File: config.mk
export PLATFORM = sky130hd
export DESIGN_NAME = button_release_detector
export DESIGN_NICKNAME = d
export VERILOG_FILES = /design/src/rtl/ui_pkg.sv /design/src/rtl/btn_sync_debounce.sv /design/src/rtl/button_release_detector.sv
export SDC_FILE = /design/constraint.sdc
export NUM_CORES = 1
export LEC_CHECK = 0
export ABC_AREA = 1
export CAP_MARGIN = 10
export CORE_ASPECT_RATIO = 1.1
export CORE_MARGIN = 3
export CORE_UTILIZATION = 30
export CTS_CLUSTER_DIAMETER = 200
export DETAILED_ROUTE_END_ITERATION = 10
export PLACE_DENSITY_LB_ADDON = 0.05
export REMOVE_ABC_BUFFERS = 1
export SKIP_LAST_GASP = 1
export SYNTH_ARGS = -nofsm -noshare
export SYNTH_HDL_FRONTEND = slang
export SYNTH_SLANG_ARGS = --single-unit
File: constraint.sdc
create_clock -name CLOCK -period 0.8 [get_ports CLOCK]
set_input_delay 0.16 -clock CLOCK [delete_from_list [all_inputs] [get_ports CLOCK]]
set_output_delay 0.16 -clock CLOCK [all_outputs]
set_load 0.01 [all_outputs]
File: src/rtl/ui_pkg.sv
// Shared definitions for the front-panel button logic.
//   BTN_W                number of front-panel push buttons
//   SYNC_STAGES_DEF      default synchroniser depth per button
//   DEBOUNCE_CYCLES_DEF  default debounce length (0 = debounce bypassed)
//   btn_vec_t            one bit per button, bit i = button i
//   cnt_width()          debounce counter width, never narrower than 1 bit
package ui_pkg;

    localparam int BTN_W               = 4;
    localparam int SYNC_STAGES_DEF     = 2;
    localparam int DEBOUNCE_CYCLES_DEF = 0;

    typedef logic [BTN_W-1:0] btn_vec_t;

    function automatic int cnt_width(input int cycles);
        return (cycles > 0) ? $clog2(cycles + 1) : 1;
    endfunction

endpackage

File: src/rtl/btn_sync_debounce.sv
// Single-button front end: synchroniser chain followed by an optional debounce
// filter. The output is the accepted (filtered) button level.
// Ports:
//   clk       in   system clock, rising edge
//   rst_n     in   asynchronous active-low reset
//   btn_raw   in   raw button level, asynchronous to clk
//   accepted  out  filtered level; combinational from the sync chain when
//                  debounce is bypassed, otherwise a flop
module btn_sync_debounce
    import ui_pkg::*;
#(
    parameter int SYNC_STAGES     = SYNC_STAGES_DEF,
    parameter int DEBOUNCE_CYCLES = DEBOUNCE_CYCLES_DEF
) (
    input  logic clk,
    input  logic rst_n,
    input  logic btn_raw,
    output logic accepted
);

    logic s;

    generate
        if (SYNC_STAGES == 0) begin : g_nosync
            assign s = btn_raw;
        end else begin : g_sync
            logic [SYNC_STAGES-1:0] sync_q;
            logic [SYNC_STAGES-1:0] sync_d;

            // Bit 0 takes the raw input; the MSB is the synchronised level.
            always_comb begin
                sync_d = (sync_q << 1) | SYNC_STAGES'(btn_raw);
            end

            always_ff @(posedge clk or negedge rst_n) begin
                if (!rst_n) begin
                    sync_q <= '0;
                end else begin
                    sync_q <= sync_d;
                end
            end

            assign s = sync_q[SYNC_STAGES-1];
        end
    endgenerate

    generate
        if (DEBOUNCE_CYCLES == 0) begin : g_nodeb
            assign accepted = s;
        end else begin : g_deb
            localparam int CNT_W = cnt_width(DEBOUNCE_CYCLES);
            localparam logic [CNT_W-1:0] CNT_LAST = CNT_W'(DEBOUNCE_CYCLES - 1);

            logic [CNT_W-1:0] cnt_q;
            logic [CNT_W-1:0] cnt_d;
            logic             acc_q;
            logic             acc_d;

            // The new level is taken on the edge that would make the counter
            // reach DEBOUNCE_CYCLES, so the filter adds exactly DEBOUNCE_CYCLES
            // of latency. Any cycle where s agrees with acc_q restarts the count.
            always_comb begin
                cnt_d = '0;
                acc_d = acc_q;
                if (s != acc_q) begin
                    if (cnt_q == CNT_LAST) begin
                        acc_d = s;
                    end else begin
                        cnt_d = cnt_q + CNT_W'(1);
                    end
                end
            end

            always_ff @(posedge clk or negedge rst_n) begin
                if (!rst_n) begin
                    cnt_q <= '0;
                    acc_q <= 1'b0;
                end else begin
                    cnt_q <= cnt_d;
                    acc_q <= acc_d;
                end
            end

            assign accepted = acc_q;
        end
    endgenerate

endmodule

File: src/rtl/button_release_detector.sv
// Per-button release detector for the front-panel push buttons. Each button is
// synchronised (and optionally debounced), and a one-cycle RELEASE pulse is
// produced when its accepted level falls 1->0. Presses never pulse.
// Ports:
//   CLOCK    in   system clock, rising edge
//   RESET    in   asynchronous active-low reset
//   BUTTONS  in   raw button levels, 1 = pressed
//   RELEASE  out  registered one-cycle pulse per release, bit i = button i
module button_release_detector
    import ui_pkg::*;
#(
    parameter int WIDTH           = BTN_W,
    parameter int SYNC_STAGES     = SYNC_STAGES_DEF,
    parameter int DEBOUNCE_CYCLES = DEBOUNCE_CYCLES_DEF
) (
    input  logic             CLOCK,
    input  logic             RESET,
    input  logic [WIDTH-1:0] BUTTONS,
    output logic [WIDTH-1:0] RELEASE
);

    logic [WIDTH-1:0] accepted;
    logic [WIDTH-1:0] prev_q;
    logic [WIDTH-1:0] prev_d;
    logic [WIDTH-1:0] release_q;
    logic [WIDTH-1:0] release_d;

    generate
        for (genvar i = 0; i < WIDTH; i++) begin : g_btn
            btn_sync_debounce #(
                .SYNC_STAGES     (SYNC_STAGES),
                .DEBOUNCE_CYCLES (DEBOUNCE_CYCLES)
            ) u_sync_debounce (
                .clk      (CLOCK),
                .rst_n    (RESET),
                .btn_raw  (BUTTONS[i]),
                .accepted (accepted[i])
            );
        end
    endgenerate

    // prev clears in reset, so a button held through reset release cannot
    // look like a falling edge.
    always_comb begin
        prev_d    = accepted;
        release_d = prev_q & ~accepted;
    end

    always_ff @(posedge CLOCK or negedge RESET) begin
        if (!RESET) begin
            prev_q    <= '0;
            release_q <= '0;
        end else begin
            prev_q    <= prev_d;
            release_q <= release_d;
        end
    end

    assign RELEASE = release_q;

endmodule

# Word level (Yosys, flattened, before mapping)
# Cells that the tools add are included.
[word_totals] reg_bits=16 inputBits=6 out_inout_bits=4 word_cells=12
[op_classes] bitwise_logic=6
[ops] operator="bitwise OR 2 x 1 -> 2 bit" count=4
[ops] operator="AND 4 bit" count=1
[ops] operator="NOT 4 bit" count=1

# Depth between registers and ports, before layout
[depth] word_depth=2 mapped_depth=2

# Cells and area by module
# From an unflattened synthesis, not the netlist that was laid out.
[hier_totals] hier_cells=24 area_unflattened_um2=440.4
[modules_own_cells] mod="button_release_detector" n_inst=1 cells_per_inst=16 area_per_inst_um2=240.2 seq_area_each_um2=200.2
[modules_own_cells] mod="btn_sync_debounce" n_inst=4 cells_per_inst=2 area_per_inst_um2=50.0 seq_area_each_um2=50.0

# Worst setup path after synthesis
# Ideal clock, no wire load.
[synth_path] path_kind="reg-to-output" start="reg release_q[0], in the netlist RELEASE[0]" end="out RELEASE[0]" arrival_ns=0.376 required_time_ns=0.640 slack_ns=0.264 path_stages_with_launch=1 cell_sequence="dfrtp_1"
[synth_rtl] item="start, declared" line_no="button_release_detector.sv:25" rtl="logic [WIDTH-1:0] release_q;"
[synth_rtl] item="start signal, assigned" line_no="button_release_detector.sv:55" rtl="release_q <= release_d;"
[synth_rtl] item="end, declared" line_no="button_release_detector.sv:19" rtl="output logic [WIDTH-1:0] RELEASE"
# No word-level cell between the ends.

# Final worst setup path
[layout_path] start="reg release_q[3], in the netlist RELEASE[3]" end="out RELEASE[3]"
# No word-level cell between the ends.

==> flow_summary.ini <==
[clocking]
clk_pin_slew_worst_paths_ns = 0.08
htree_levels = 1
cts_tree = built
postCtsSetupRepairBufs = 0
clock_latency_ns = 0.26
cts.repair.resized = 16
clkSinkCount = 16
cts_buffer_depth = 2
hold_buffers = 0
cts_root_buffer = clkbuf_4
numCtsBuffers = 3

[logic_synthesis]
synth-seq-cells = 16
yosys.area.top_type = dfrtp_1
synth-simple-area-share_pct = 5.68
synth_xor_area_share_pct = 0
muxShareOfSynthArea_pct = 0
syn_area_sq_um = 440
synth-compound-area-share_pct = 0
synth_fa_ha_area_share_pct = 0
synthTopCellsByArea = dfrtp_1, nor2_2, inv_1
synth_top_cell_area_share_pct = 90.9
synth_top_family_by_area = simple AND/OR/NAND/NOR gates
ys_seq_area_share_pct = 90.9
syn_area_per_cell_sq_um = 18.4
synth_cell_types = 3
yosys_warnings = 0
syn_inst = 24

[sta]
setup_viol = 4
hold_viol_final = 0
min_period_ns = 0.918
clock.fmax_mhz = 1090
final-max-slew-violation-count = 0
fin_hold_ws_ns = 0.210
tns_ns = -0.457
rsz0062_at_grt = true
fin_crit_sh_pct = 115
relSlewSlack_pct = 93.3
tightest_slew_ns = 0.101
fin_ws_ns = -0.118
skew_ns = 0.000608

[min_path]
hold_path.class = in -> async

[worst_setup_path]
arrival_ns = 0.76
endpoint_kind = output port
r2r-start = prev_q[3]$_DFF_PN0_
critPathMaxFanout = 1
r2r_cells = 2
cp_data_required_time_ns = 0.64
crit_chain = buf_2
cp-startpoint = RELEASE[3]$_DFF_PN0_
worstSetupPathDepth = 1
critPathTopFamily = flip-flops
cpPeakStageDelay_ns = 0.36
start_kind = flop
crit_type = reg -> out
path_buf_inv = 1
crit_slowest_cell = dfrtp_1

[placed_design]
dp_hpwl_microns = 357
placed_cells = 50
pre_cts_slack_ns = -0.194
gp_congestion = 0.598
numPortBuffers = 9

[grt]
antenna_found_initial = 0
grt_usage_pct = 6.10
grt_pass1_vias = 203
grt_pass1_wl_microns = 786
grt_start_max_net_pins = 9
grt_overflow_total = 0

[floorplan]
ios = 10
die_x_microns = 42.5
initial_core_util_pct = 34.7
dieArea_sq_mm = 0.00196
core_area_sq_mm = 0.00127
die_y_microns = 46.2
fp-row-count = 13

[cells_and_area]
synthToLayoutAreaGrowth_pct = 28.7
nNetsFinal = 46
final_cell_count_no_fill = 53
final.fill_count = 118
seq_area_sq_um = 400
multi_input_area_sq_um = 25.0
diodes = 0
layout-drive-gt1-share_pct = 34.2

[run]
maxCapViolCount = 0

[power]
p_total_mw = 1.31
powerDensity_mw_per_mm2 = 2310
p_leak_nw = 0.282
vdd_drop_max_uv = 1060

[routing]
route.vias.total = 210
drt_iter0_drc = 0
vias_per_cell = 3.96
firstDrtPassIters = 1
routed_wl_microns = 448
detail_route.wl_per_cell_microns = 8.45
drc = 0
ant_nets = 0

[run_status]
violations = negative setup slack
outcome = finished, violations left
stage by stage:
| stage | utilization, % | cell area [sq um] |
|---|---|---|
| detailed placement | 44.5 | 564 |
| finish | 44.7 | 567 |
| global route | 44.7 | 567 |
| global placement | 44.5 | 564 |
| floorplan | - | 440 |
| CTS | 44.7 | 567 |
cell usage after synthesis, drive strengths merged:
cell type / instances
inv: 4
dfrtp: 16
nor2: 4
layer usage:
metal	vias to the layer above	wire length (microns)	global-route usage, %
li1	96	-	-
met1	105	166	6.75
met2	9	224	7.90
met3	0	57	2.73
met4	0	0	7.45
met5	-	0	0
layout by cell type, fill, tap and decap left out:
master           Yosys  routed
dfrtp_1             16      16
clkbuf_4             0       3
buf_2                0       4
nor2_2               4       4
clkdlybuf4s50_1      0       5
buf_4                0       2
inv_1                4       4
report_power, final:
| group | switching [mW] | total (mW) | internal (mW) | leakage [nW] |
|---|---|---|---|---|
| logic | 0.0325 | 0.0725 | 0.0400 | 0.0772 |
| clock network | 0.199 | 0.372 | 0.174 | 0.0138 |
| registers | 0.0133 | 0.862 | 0.848 | 0.191 |
registers in the layout, summed over array words and instances, names as in the netlist:
name,flops
prev_q,4
RELEASE,4
g_btn.u_sync_debounce.g_sync.sync_q,8
final cells by class:
cell class	instances	area share (%)
Clock buffer	3	3.97
Tap cell	15	3.31
Multi-Input combinational cell	4	4.42
Sequential cell	16	70.6
Timing Repair Buffer	11	15.0
Inverter	4	2.65
worst paths after layout:
| kind | slack, ns | endpoint |
|---|---|---|
| setup / recovery | -0.12 | RELEASE[3] |
| hold / removal | 0.21 | RELEASE[3]$_DFF_PN0_ |
| setup reg to reg | 0.24 | RELEASE[3]$_DFF_PN0_ |
| hold reg to reg | 0.36 | g_btn[1].u_sync_debounce.g_sync.sync_q[1]$_DFF_PN0_ |
| max in group asynchronous | 0.47 | RELEASE[2]$_DFF_PN0_ |
| min in group CLOCK | 0.32 | g_btn[3].u_sync_debounce.g_sync.sync_q[0]$_DFF_PN0_ |
cell families (layout without fill, tap and decap cells):
logic type,Yosys count,count (layout)
and+or+nand+nor,4,4
DFF,16,16
buffers and inverters,4,18
(Power assumes the default switching activity.)
